### config.mk
export PLATFORM = sky130hd
export DESIGN_NAME = hand_range_transmitter
export DESIGN_NICKNAME = d
export VERILOG_FILES = /design/src/rtl/hand_range_transmitter.sv
export SDC_FILE = /design/constraint.sdc
export NUM_CORES = 1
export LEC_CHECK = 0
export ABC_AREA = 1
export ABC_CLOCK_PERIOD_IN_PS = 4600
export BUFFER_PORTS_ARGS = -buffer_cell sky130_fd_sc_hd__buf_2
export CELL_PAD_IN_SITES_DETAIL_PLACEMENT = 1
export CELL_PAD_IN_SITES_GLOBAL_PLACEMENT = 1
export CORE_ASPECT_RATIO = 1.5
export CORE_MARGIN = 10
export CORE_UTILIZATION = 39
export CTS_BUF_LIST = sky130_fd_sc_hd__clkbuf_4 sky130_fd_sc_hd__clkbuf_8 sky130_fd_sc_hd__clkbuf_16
export DETAILED_ROUTE_END_ITERATION = 16
export PLACE_DENSITY_LB_ADDON = 0.1
export SETUP_SLACK_MARGIN = 0.3
export SLEW_MARGIN = 20
export SYNTH_ARGS = -nofsm -noshare
export SYNTH_HDL_FRONTEND = slang
export SYNTH_SLANG_ARGS = --single-unit
### constraint.sdc
create_clock -name clk -period 4.6 [get_ports clk]
set_input_delay 1.38 -clock clk [delete_from_list [all_inputs] [get_ports clk]]
set_output_delay 1.38 -clock clk [all_outputs]
set_load 0.05 [all_outputs]
### src/rtl/hand_range_transmitter.sv
// ---------------------------------------------------------------------------
// hand_range_transmitter
//
// Front-end for one hand channel of the handwash sensor. It fires an
// ultrasonic ranger and measures the echo pulse width in clk cycles. It also
// runs a small automatic gain loop. Results leave as data buses qualified by
// single-cycle accept strobes.
//
// Ports
//   clk            in   1   system clock
//   reset          in   1   asynchronous, active-high reset
//   enable         in   1   start a measurement cycle (looked at in IDLE only)
//   echo           in   1   asynchronous echo pulse from the ranger
//   trigger        out  1   ranger trigger pulse, TRIGGER_CYCLES wide
//   acceptDistance out  1   one-cycle strobe, distance valid
//   distance       out  16  echo width in clk cycles, 16'hFFFF on timeout
//   acceptGain     out  1   one-cycle strobe, gain valid (only when it changed)
//   gain           out  8   current gain
//   busy           out  1   high in every state except IDLE
//
// State     | meaning
// ----------+---------------------------------------------------------------
// IDLE      | waiting for enable; the period counter is armed on leaving
// TRIGGER   | trigger high for TRIGGER_CYCLES cycles
// WAIT_ECHO | waiting for a fresh echo rise, timeout counter running
// MEASURE   | counting echo width, timeout counter still running
// REPORT    | distance stable, gain update computed
// GAIN      | acceptDistance high, new gain stable
// HOLDOFF   | acceptGain in first cycle if gain moved; wait for period end
// ---------------------------------------------------------------------------
module hand_range_transmitter #(
    parameter int         TRIGGER_CYCLES = 10,
    parameter int         TIMEOUT_CYCLES = 60000,
    parameter int         PERIOD_CYCLES  = 100000,
    parameter logic [7:0] GAIN_INIT      = 8'h40,
    parameter int         GAIN_STEP      = 4,
    parameter int         LOW_MARK       = 16
) (
    input  logic        clk,
    input  logic        reset,
    input  logic        enable,
    input  logic        echo,
    output logic        trigger,
    output logic        acceptDistance,
    output logic [15:0] distance,
    output logic        acceptGain,
    output logic [7:0]  gain,
    output logic        busy
);

    localparam int TW = $clog2(TRIGGER_CYCLES + 1);
    localparam int OW = $clog2(TIMEOUT_CYCLES + 1);
    localparam int PW = $clog2(PERIOD_CYCLES + 1);

    typedef enum logic [2:0] {
        S_IDLE,
        S_TRIGGER,
        S_WAIT_ECHO,
        S_MEASURE,
        S_REPORT,
        S_GAIN,
        S_HOLDOFF
    } state_t;

    state_t      r_state;

    logic        r_echo_m;
    logic        r_echo_s;
    logic        r_echo_d;

    logic [TW-1:0] r_trig_cnt;
    logic [OW-1:0] r_timeout;
    logic [PW-1:0] r_period;
    logic [15:0]   r_width;
    logic          r_timed_out;
    logic          r_gain_chg;

    logic        r_trigger;
    logic        r_acc_dist;
    logic [15:0] r_distance;
    logic        r_acc_gain;
    logic [7:0]  r_gain;
    logic        r_busy;

    logic        w_echo_rise;
    logic [8:0]  w_gain_up;
    logic [7:0]  w_gain_inc;
    logic [7:0]  w_gain_dec;
    logic [7:0]  w_gain_next;

    assign w_echo_rise = r_echo_s & ~r_echo_d;

    // Gain steps up on timeout (clamped at 255) and down on a close target
    // (clamped at 1). Both are evaluated in REPORT from the final width.
    always_comb begin
        w_gain_up   = {1'b0, r_gain} + 9'(GAIN_STEP);
        w_gain_inc  = w_gain_up[8] ? 8'hFF : w_gain_up[7:0];
        w_gain_dec  = (r_gain <= 8'(GAIN_STEP)) ? 8'h01 : (r_gain - 8'(GAIN_STEP));
        w_gain_next = r_gain;
        if (r_timed_out) begin
            w_gain_next = w_gain_inc;
        end else if (r_width < 16'(LOW_MARK)) begin
            w_gain_next = w_gain_dec;
        end
    end

    always_ff @(posedge clk or posedge reset) begin
        if (reset) begin
            r_state     <= S_IDLE;
            r_echo_m    <= 1'b0;
            r_echo_s    <= 1'b0;
            r_echo_d    <= 1'b0;
            r_trig_cnt  <= '0;
            r_timeout   <= '0;
            r_period    <= '0;
            r_width     <= '0;
            r_timed_out <= 1'b0;
            r_gain_chg  <= 1'b0;
            r_trigger   <= 1'b0;
            r_acc_dist  <= 1'b0;
            r_distance  <= '0;
            r_acc_gain  <= 1'b0;
            r_gain      <= GAIN_INIT;
            r_busy      <= 1'b0;
        end else begin
            r_echo_m <= echo;
            r_echo_s <= r_echo_m;
            r_echo_d <= r_echo_s;

            // Period down-counter: loaded when leaving IDLE, free-running to 0.
            if (r_period != '0) begin
                r_period <= r_period - 1'b1;
            end

            r_acc_dist <= 1'b0;
            r_acc_gain <= 1'b0;

            case (r_state)
                S_IDLE: begin
                    if (enable) begin
                        r_state    <= S_TRIGGER;
                        r_trigger  <= 1'b1;
                        r_busy     <= 1'b1;
                        r_trig_cnt <= TW'(TRIGGER_CYCLES - 1);
                        // The IDLE cycle itself is period count 0, so the
                        // counter reads PERIOD_CYCLES-2 in the first TRIGGER
                        // cycle and hits 0 exactly one cycle before IDLE.
                        r_period   <= PW'(PERIOD_CYCLES - 2);
                    end
                end

                S_TRIGGER: begin
                    if (r_trig_cnt == '0) begin
                        r_state   <= S_WAIT_ECHO;
                        r_trigger <= 1'b0;
                        r_timeout <= OW'(TIMEOUT_CYCLES - 1);
                    end else begin
                        r_trig_cnt <= r_trig_cnt - 1'b1;
                    end
                end

                S_WAIT_ECHO: begin
                    // Timeout wins over a coincident rise so the terminal
                    // count can never be stepped over.
                    if (r_timeout == '0) begin
                        r_state     <= S_REPORT;
                        r_timed_out <= 1'b1;
                        r_distance  <= 16'hFFFF;
                    end else begin
                        r_timeout <= r_timeout - 1'b1;
                        if (w_echo_rise) begin
                            r_state <= S_MEASURE;
                            r_width <= 16'd1;
                        end
                    end
                end

                S_MEASURE: begin
                    if (r_timeout == '0) begin
                        r_state     <= S_REPORT;
                        r_timed_out <= 1'b1;
                        r_distance  <= 16'hFFFF;
                    end else begin
                        r_timeout <= r_timeout - 1'b1;
                        if (r_echo_s) begin
                            if (r_width != 16'hFFFF) begin
                                r_width <= r_width + 16'd1;
                            end
                        end else begin
                            // echo_s was high last cycle here, so low means a fall.
                            r_state     <= S_REPORT;
                            r_timed_out <= 1'b0;
                            r_distance  <= r_width;
                        end
                    end
                end

                S_REPORT: begin
                    // distance was loaded on entry, so it is already stable
                    // one cycle ahead of its strobe.
                    r_gain     <= w_gain_next;
                    r_gain_chg <= (w_gain_next != r_gain);
                    r_acc_dist <= 1'b1;
                    r_state    <= S_GAIN;
                end

                S_GAIN: begin
                    r_acc_gain <= r_gain_chg;
                    r_state    <= S_HOLDOFF;
                end

                S_HOLDOFF: begin
                    if (r_period == '0) begin
                        r_state <= S_IDLE;
                        r_busy  <= 1'b0;
                    end
                end

                default: begin
                    r_state   <= S_IDLE;
                    r_trigger <= 1'b0;
                    r_busy    <= 1'b0;
                end
            endcase
        end
    end

    assign trigger        = r_trigger;
    assign acceptDistance = r_acc_dist;
    assign distance       = r_distance;
    assign acceptGain     = r_acc_gain;
    assign gain           = r_gain;
    assign busy           = r_busy;

endmodule

==> insert_results.sql, run 1 <==
INSERT INTO impl_metrics (metric_group, metric, value, unit) VALUES
('run_status', 'status', 'finished, final reports clean', ''),
('floorplan', 'floorplan.die.width', '112', 'microns'),
('global_route', 'grt_first_pass_wirelength', '22800', 'microns'),
('yosys', 'syn-mean-instance-area', '7.68', 'sq um'),
('yosys', 'syn-num-nets', '664', ''),
('job', 'maxCapViolCount', '0', ''),
('yosys', 'ys_top_cells_by_area', 'sky130_fd_sc_hd__dfrtp_1 (44%), sky130_fd_sc_hd__nand2_1 (9.8%), sky130_fd_sc_hd__nor2_1 (8.0%)', ''),
('timing', 'tns', '0', 'ns'),
('yosys', 'post_synth_arst_share', '100', '%'),
('timing', 'min_period_over_period', '60.6', '%'),
('global_route', 'grtUsageTotal', '15.5', '%'),
('clock_tree', 'cts.repair.resized', '0', ''),
('floorplan', 'boundaryPins', '32', ''),
('floorplan', 'floorplan.rows', '50', ''),
('clock_tree', 'cts-htree-levels', '3', ''),
('clock_tree', 'postCtsSetupRepairBufs', '0', ''),
('setup_path', 'worst_setup_path_start_kind', 'register', ''),
('global_route', 'vias_in_the_first_global_route', '4663', ''),
('placed_design', 'portBuffers', '31', ''),
('finish', 'antenna_cells', '0', ''),
('pwr', 'power.density_cell_area', '626', 'mW/mm^2'),
('hold_path', 'min_path_type', 'register to register', ''),
('clock_tree', 'cts_tree', 'yes', ''),
('floorplan', 'fp.dieH', '159', 'microns'),
('yosys', 'netlist.area_leader.share', '44.1', '%'),
('detailed_routing', 'number_of_drc_markers_after_the_initial_detailed_route_iteration', '106', ''),
('timing', 'clock_skew', '0.00936', 'ns'),
('clock_tree', 'clk_transition_reported_paths', '0.07', 'ns'),
('placed_design', 'routabilityCongestion', '0.815', ''),
('setup_path', 'endpoint_kind', 'register', ''),
('yosys', 'synth_common_cells', 'sky130_fd_sc_hd__nand2_1 (130), sky130_fd_sc_hd__nor2_1 (107), sky130_fd_sc_hd__dfrtp_1 (88), sky130_fd_sc_hd__inv_1 (73), sky130_fd_sc_hd__nand3_1 (55)', ''),
('floorplan', 'coreArea', '0.0125', 'sq mm'),
('hold_path', 'min_path_cells', '0', ''),
('finish', 'area_growth_syn_to_layout', '11.9', '%'),
('timing', 'slew_headroom', '44.5', '%'),
('placed_design', 'placedInstanceArea', '0.00528', 'sq mm'),
('finish', 'final_design_area_no_fill', '0.00559', 'sq mm'),
('detailed_routing', 'detail_route.first_pass.iterations', '4', ''),
('yosys', 'post_synth_num_cell_types', '40', ''),
('setup_path', 'crit_arrival', '3.01', 'ns'),
('detailed_routing', 'routed_wire_length_per_instance', '16.2', 'microns'),
('detailed_routing', 'postRouteAntennaNets', '0', ''),
('finish', 'finalNetCount', '695', ''),
('detailed_routing', 'detailed_route_drc_error_count', '0', ''),
('yosys', 'netlist.top_cell.by_area', 'sky130_fd_sc_hd__dfrtp_1', ''),
('pwr', 'vdd_drop_max', '0.326', 'mV'),
('placed_design', 'hpwlAfterDp', '10400', 'microns'),
('yosys', 'dominantRegCellSynth', 'sky130_fd_sc_hd__dfrtp_1', ''),
('timing', 'finalMaxSlewViolations', '0', ''),
('yosys', 'netlist_instances', '650', ''),
('clock_tree', 'cts.hold.buffers_added', '0', ''),
('pwr', 'static_power_due_to_leakage', '2.60', 'nW'),
('clock_tree', 'clock_tree.root_cell', 'sky130_fd_sc_hd__clkbuf_16', ''),
('yosys', 'synth.most_common_cell', 'sky130_fd_sc_hd__nand2_1', ''),
('timing', 'setup_viol', '0', ''),
('setup_path', 'critPathKind', 'register to register', ''),
('timing', 'fmax', '359', 'MHz'),
('timing', 'grt_setup_unrepaired', 'no', ''),
('clock_tree', 'cts.sink_count', '89', ''),
('yosys', 'synth_seq_cells', '89', ''),
('timing', 'min_period', '2.79', 'ns'),
('yosys', 'yosys_warnings', '0', ''),
('global_route', 'pin_count_of_the_biggest_net_entering_global_routing', '35', ''),
('detailed_routing', 'detail_route.vias_per_cell', '5.22', ''),
('timing', 'worst_hold_slack', '0.347', 'ns'),
('detailed_routing', 'num_vias', '4399', ''),
('global_route', 'global_route.overflow_total', '0', ''),
('floorplan', 'die-area', '0.0178', 'sq mm'),
('floorplan', 'start_util', '39.9', '%'),
('yosys', 'synth.cell_area', '0.00499', 'sq mm'),
('clock_tree', 'insertion_delay', '0.34', 'ns');
[layer usage]
metal  vias up  wire [microns]  track usage, %
met5         -               0               0
met4         0             215            4.79
met3        16             305            2.49
met2        31            7410            29.1
met1      2172            5730            17.3
li1       2180               -               -
[where the power goes]
part | total [mW] | leakage [nW] | switching (mW) | internal, mW
Combinational | 1.61 | 1.42 | 1.20 | 0.412
Clock | 0.757 | 0.141 | 0.320 | 0.437
Sequential | 1.13 | 1.04 | 0.159 | 0.971
Total | 3.50 | 2.60 | 1.68 | 1.82
[layout by cell type (no fill, tap or decap), types with 5 or more instances in the layout]
| cell | netlist | final |
|---|---|---|
| sky130_fd_sc_hd__nand2_1 | 130 | 130 |
| sky130_fd_sc_hd__nor2_1 | 107 | 107 |
| sky130_fd_sc_hd__dfrtp_1 | 88 | 88 |
| sky130_fd_sc_hd__inv_1 | 73 | 72 |
| sky130_fd_sc_hd__nand3_1 | 55 | 55 |
| sky130_fd_sc_hd__o21ai_0 | 40 | 40 |
| sky130_fd_sc_hd__buf_2 | 4 | 31 |
| sky130_fd_sc_hd__a21oi_1 | 23 | 23 |
| sky130_fd_sc_hd__xor2_1 | 22 | 22 |
| sky130_fd_sc_hd__a31oi_1 | 13 | 13 |
| sky130_fd_sc_hd__nor3_1 | 13 | 13 |
| sky130_fd_sc_hd__o21ai_2 | 10 | 10 |
| sky130_fd_sc_hd__ha_1 | 10 | 10 |
| sky130_fd_sc_hd__nand4_1 | 9 | 9 |
| sky130_fd_sc_hd__clkbuf_16 | 0 | 9 |
| sky130_fd_sc_hd__nor4_1 | 6 | 6 |
| sky130_fd_sc_hd__inv_2 | 5 | 5 |
| sky130_fd_sc_hd__o211ai_1 | 5 | 5 |
[kinds of logic (layout without fill, tap and decap cells)]
group                      after synthesis  in the layout  synth area share [%]
DFF                                     89             89                  44.6
buffers and inverters                   92            128                  7.47
AOI/OAI and AO/OA                      101            101                  12.2
adders and majority gates               10             10                  2.51
xor gates and xnor gates                24             24                  4.21
and+or+nand+nor                        334            334                  29.0
[stage by stage]
step,utilization (%),worst slack (ns),power [mW],instances
final,44.7,1.81,3.50,842
after global placement,42.2,1.72,2.72,826
after detailed placement,42.2,1.66,2.78,826
after floorplan,-,0.915,2.38,650
after CTS,44.7,1.75,3.56,842
after global routing,44.7,1.54,3.77,842
[sequential cells by signal (all words and copies together), names as in the netlist]
signal,flops
r_period,17
r_timeout,16
distance,16
r_width,16
trigger,1
gain,8
busy,1
r_gain_chg,1
r_echo_m,1
r_trig_cnt,4
acceptGain,1
r_echo_s,1
r_echo_d,1
r_timed_out,1
r_state,3
acceptDistance,1
[critical path: stages (launching register included)]
cell	delay (ns)
sky130_fd_sc_hd__dfrtp_1	0.45
sky130_fd_sc_hd__inv_2	0.11
sky130_fd_sc_hd__nor3_4	0.41
sky130_fd_sc_hd__inv_2	0.24
sky130_fd_sc_hd__o21ai_4	0.70
sky130_fd_sc_hd__nand2_2	0.13
sky130_fd_sc_hd__nand3_4	0.15
sky130_fd_sc_hd__inv_2	0.22
sky130_fd_sc_hd__o21ai_0	0.17
sky130_fd_sc_hd__o21ai_2	0.08
[path summary, 6_finish.rpt]
kind / startpoint / end / slack (ns)
max in group asynchronous: reset / gain[6] / 2.69
worst min register to register: r_echo_m / r_echo_s / 0.35
worst max register to register: r_state[1] / r_width[0] / 1.81
min in group asynchronous: reset / r_timeout[14] / 1.06
worst min-delay path: r_echo_m / r_echo_s / 0.35
worst max-delay path: r_state[1] / r_width[0] / 1.81
[cell type report]
class	instances	area, sq um
clock buffer	10	239
clock inverter	6	66.3
fill	1612	6920
inverter	79	298
multi-input combinational	469	2390
sequential	89	2230
tap	156	195
timing repair buffer	33	170
Note: power is estimated with default switching activity, not from simulation.
==> inputs of run 2 (changes only) <==
--- a/config.mk
+++ b/config.mk
@@ -6,7 +6,7 @@
 export NUM_CORES = 1
 export LEC_CHECK = 0
 export ABC_AREA = 1
-export ABC_CLOCK_PERIOD_IN_PS = 4600
+export ABC_CLOCK_PERIOD_IN_PS = 2600
 export BUFFER_PORTS_ARGS = -buffer_cell sky130_fd_sc_hd__buf_2
 export CELL_PAD_IN_SITES_DETAIL_PLACEMENT = 1
 export CELL_PAD_IN_SITES_GLOBAL_PLACEMENT = 1
==> constraint.sdc (replaced) <==
create_clock -name clk -period 2.6 [get_ports clk]
set_input_delay 0.78 -clock clk [delete_from_list [all_inputs] [get_ports clk]]
set_output_delay 0.78 -clock clk [all_outputs]
set_load 0.05 [all_outputs]
==> insert_results.sql, run 2 (synthesized netlist as in run 1, its figures left out) <==
INSERT INTO impl_metrics (metric_group, metric, value, unit) VALUES
('clock_tree', 'clk_transition_reported_paths', '0.06', 'ns'),
('setup_path', 'worst_setup_path_start_kind', 'register', ''),
('detailed_routing', 'postRouteAntennaNets', '0', ''),
('detailed_routing', 'detailed_route_drc_error_count', '0', ''),
('pwr', 'power.share.combinational', '46.8', '%'),
('timing', 'min_period_over_period', '85.3', '%'),
('global_route', 'grtUsageTotal', '16.3', '%'),
('pwr', 'power.sequential.fraction', '32.1', '%'),
('placed_design', 'hpwlAfterDp', '10700', 'microns'),
('clock_tree', 'cts.repair.resized', '0', ''),
('setup_path', 'crit_path_max_fanout', '12', ''),
('detailed_routing', 'totalWireLength', '13900', 'microns'),
('detailed_routing', 'num_vias', '4474', ''),
('floorplan', 'coreArea', '0.0125', 'sq mm'),
('hold_path', 'min_path_type', 'register to register', ''),
('finish', 'finalNetCount', '702', ''),
('setup_path', 'worstPathCellList', 'nor2_2 -> inv_1 -> nor2_1 -> nand2_1 -> inv_1 -> nand2_1 -> nand2_1 -> inv_1 -> nand2_1 -> nand3_1 -> nor2_1 -> a21oi_1', ''),
('timing', 'tns', '0', 'ns'),
('clock_tree', 'cts.hold.buffers_added', '0', ''),
('global_route', 'grt_first_pass_wirelength', '24000', 'microns'),
('placed_design', 'routabilityCongestion', '0.838', ''),
('timing', 'fmax', '451', 'MHz'),
('clock_tree', 'numCtsBuffers', '9', ''),
('timing', 'grt_setup_unrepaired', 'yes', ''),
('floorplan', 'die-area', '0.0178', 'sq mm'),
('timing', 'worst_hold_slack', '0.348', 'ns'),
('setup_path', 'endpoint_kind', 'register', ''),
('pwr', 'share_clk_of_total_power', '21.1', '%'),
('finish', 'layout_commonest_cell', 'sky130_fd_sc_hd__nand2_1', ''),
('timing', 'clock_skew', '0.00814', 'ns'),
('detailed_routing', 'detail_route.vias_per_cell', '5.28', ''),
('setup_path', 'critPathKind', 'register to register', ''),
('finish', 'largest_register_ffs', '17', ''),
('floorplan', 'fp.dieH', '159', 'microns'),
('timing', 'slew_headroom', '64.8', '%'),
('clock_tree', 'cts.sink_count', '89', ''),
('finish', 'most_flop_heavy_register', 'r_period', ''),
('finish', 'area_growth_syn_to_layout', '13.8', '%'),
('finish', 'mostFrequentLayoutCells', 'sky130_fd_sc_hd__nand2_1 (130), sky130_fd_sc_hd__nor2_1 (106), sky130_fd_sc_hd__dfrtp_1 (86)', ''),
('pwr', 'vdd_drop_max', '0.407', 'mV'),
('clock_tree', 'cts-htree-levels', '3', ''),
('timing', 'timing_hold_violations_final', '0', ''),
('detailed_routing', 'detail_route.first_pass.iterations', '6', ''),
('global_route', 'pin_count_of_the_biggest_net_entering_global_routing', '34', ''),
('setup_path', 'cpPeakStageDelay', '0.42', 'ns'),
('setup_path', 'crit_slowest_cell', 'sky130_fd_sc_hd__dfrtp_1', ''),
('setup_path', 'cp_common_cell', 'sky130_fd_sc_hd__nand2_1', ''),
('pwr', 'power.density_cell_area', '1100', 'mW/mm^2'),
('timing', 'min_period', '2.22', 'ns'),
('floorplan', 'floorplan.rows', '50', ''),
('clock_tree', 'insertion_delay', '0.35', 'ns'),
('floorplan', 'start_util', '39.9', '%'),
('detailed_routing', 'number_of_drc_markers_after_the_initial_detailed_route_iteration', '186', ''),
('timing', 'setup_viol', '0', ''),
('setup_path', 'worstPathBufferInverterCount', '3', ''),
('setup_path', 'cpLargestDelayFamily', 'simple AND/OR/NAND/NOR gates', ''),
('job', 'maxCapViolCount', '0', ''),
('pwr', 'net-switching-power', '2.95', 'mW'),
('setup_path', 'crit_arrival', '2.45', 'ns'),
('finish', 'final-instance-count-excl-fill', '847', ''),
('placed_design', 'portBuffers', '31', ''),
('finish', 'antenna_cells', '0', ''),
('detailed_routing', 'routed_wire_length_per_instance', '16.4', 'microns'),
('clock_tree', 'cts_tree', 'yes', ''),
('clock_tree', 'clock_tree.root_cell', 'sky130_fd_sc_hd__clkbuf_16', ''),
('run_status', 'status', 'finished, final reports clean', ''),
('timing', 'tightest_slew', '0.527', 'ns'),
('global_route', 'vias_in_the_first_global_route', '4887', ''),
('global_route', 'initial_antenna_violation_count', '0', ''),
('timing', 'finalMaxSlewViolations', '0', ''),
('clock_tree', 'clockBufferDepth', '2', ''),
('floorplan', 'boundaryPins', '32', ''),
('floorplan', 'floorplan.die.width', '112', 'microns'),
('pwr', 'static_power_due_to_leakage', '2.64', 'nW'),
('global_route', 'global_route.overflow_total', '0', ''),
('clock_tree', 'postCtsSetupRepairBufs', '0', ''),
('pwr', 'power_switching_share', '47.5', '%'),
('pwr', 'internal-power', '3.27', 'mW'),
('finish', 'post_route_cells_drive_above_1_share', '12.7', '%'),
('setup_path', 'critical_path_required', '2.83', 'ns'),
('placed_design', 'place.detailed.instances', '833', '');
run 2: layout make-up:
| type | instances | area [sq um] |
|---|---|---|
| fillers | 1585 | 6830 |
| multi-input cells | 469 | 2410 |
| flip-flops and latches | 89 | 2230 |
| inverters | 79 | 305 |
| repair buffers | 40 | 248 |
| clock buffers | 11 | 246 |
| well taps | 156 | 195 |
| clock inverters | 3 | 42.5 |
run 2: worst paths after layout:
check,from,to,slack [ns],depth (start not counted)
setup / recovery,r_timeout[10],r_state[0],0.38,12
max in group asynchronous,reset,r_period[14],1.50,3
min in group asynchronous,reset,r_timeout[9],0.47,2
setup reg to reg,r_timeout[10],r_state[0],0.38,12
hold reg to reg,r_echo_m,r_echo_s,0.35,0
hold / removal,r_echo_m,r_echo_s,0.35,0
run 2: routing by layer:
layer,global-route usage (%),vias to the layer above,routed length (microns)
met5,0,-,0
met4,4.85,0,224
met3,3.47,16,303
met2,30.4,39,7610
met1,18.0,2214,5790
li1,-,2205,-
run 2: power by group through the flow:
stage / Clock, mW / Combinational [mW] / Sequential (mW)
2_1_floorplan: 0 / 1.73 / 2.49
3_3_place_gp: 0 / 2.82 / 2.01
3_5_place_dp: 0 / 2.91 / 2.03
4_1_cts: 1.35 / 2.92 / 2.00
5_1_grt: 1.41 / 3.26 / 2.05
6_report: 1.31 / 2.91 / 2.00
run 2: through the flow:
stage | worst slack [ns] | power, mW | instance area (sq um) | utilization [%]
floorplan | 0.525 | 4.22 | 5000 | -
global placement | 0.440 | 4.82 | 5360 | 42.9
detailed placement | 0.399 | 4.94 | 5360 | 42.9
CTS | 0.377 | 6.27 | 5650 | 45.2
global route | 0.161 | 6.72 | 5680 | 45.4
finish | 0.383 | 6.22 | 5680 | 45.4
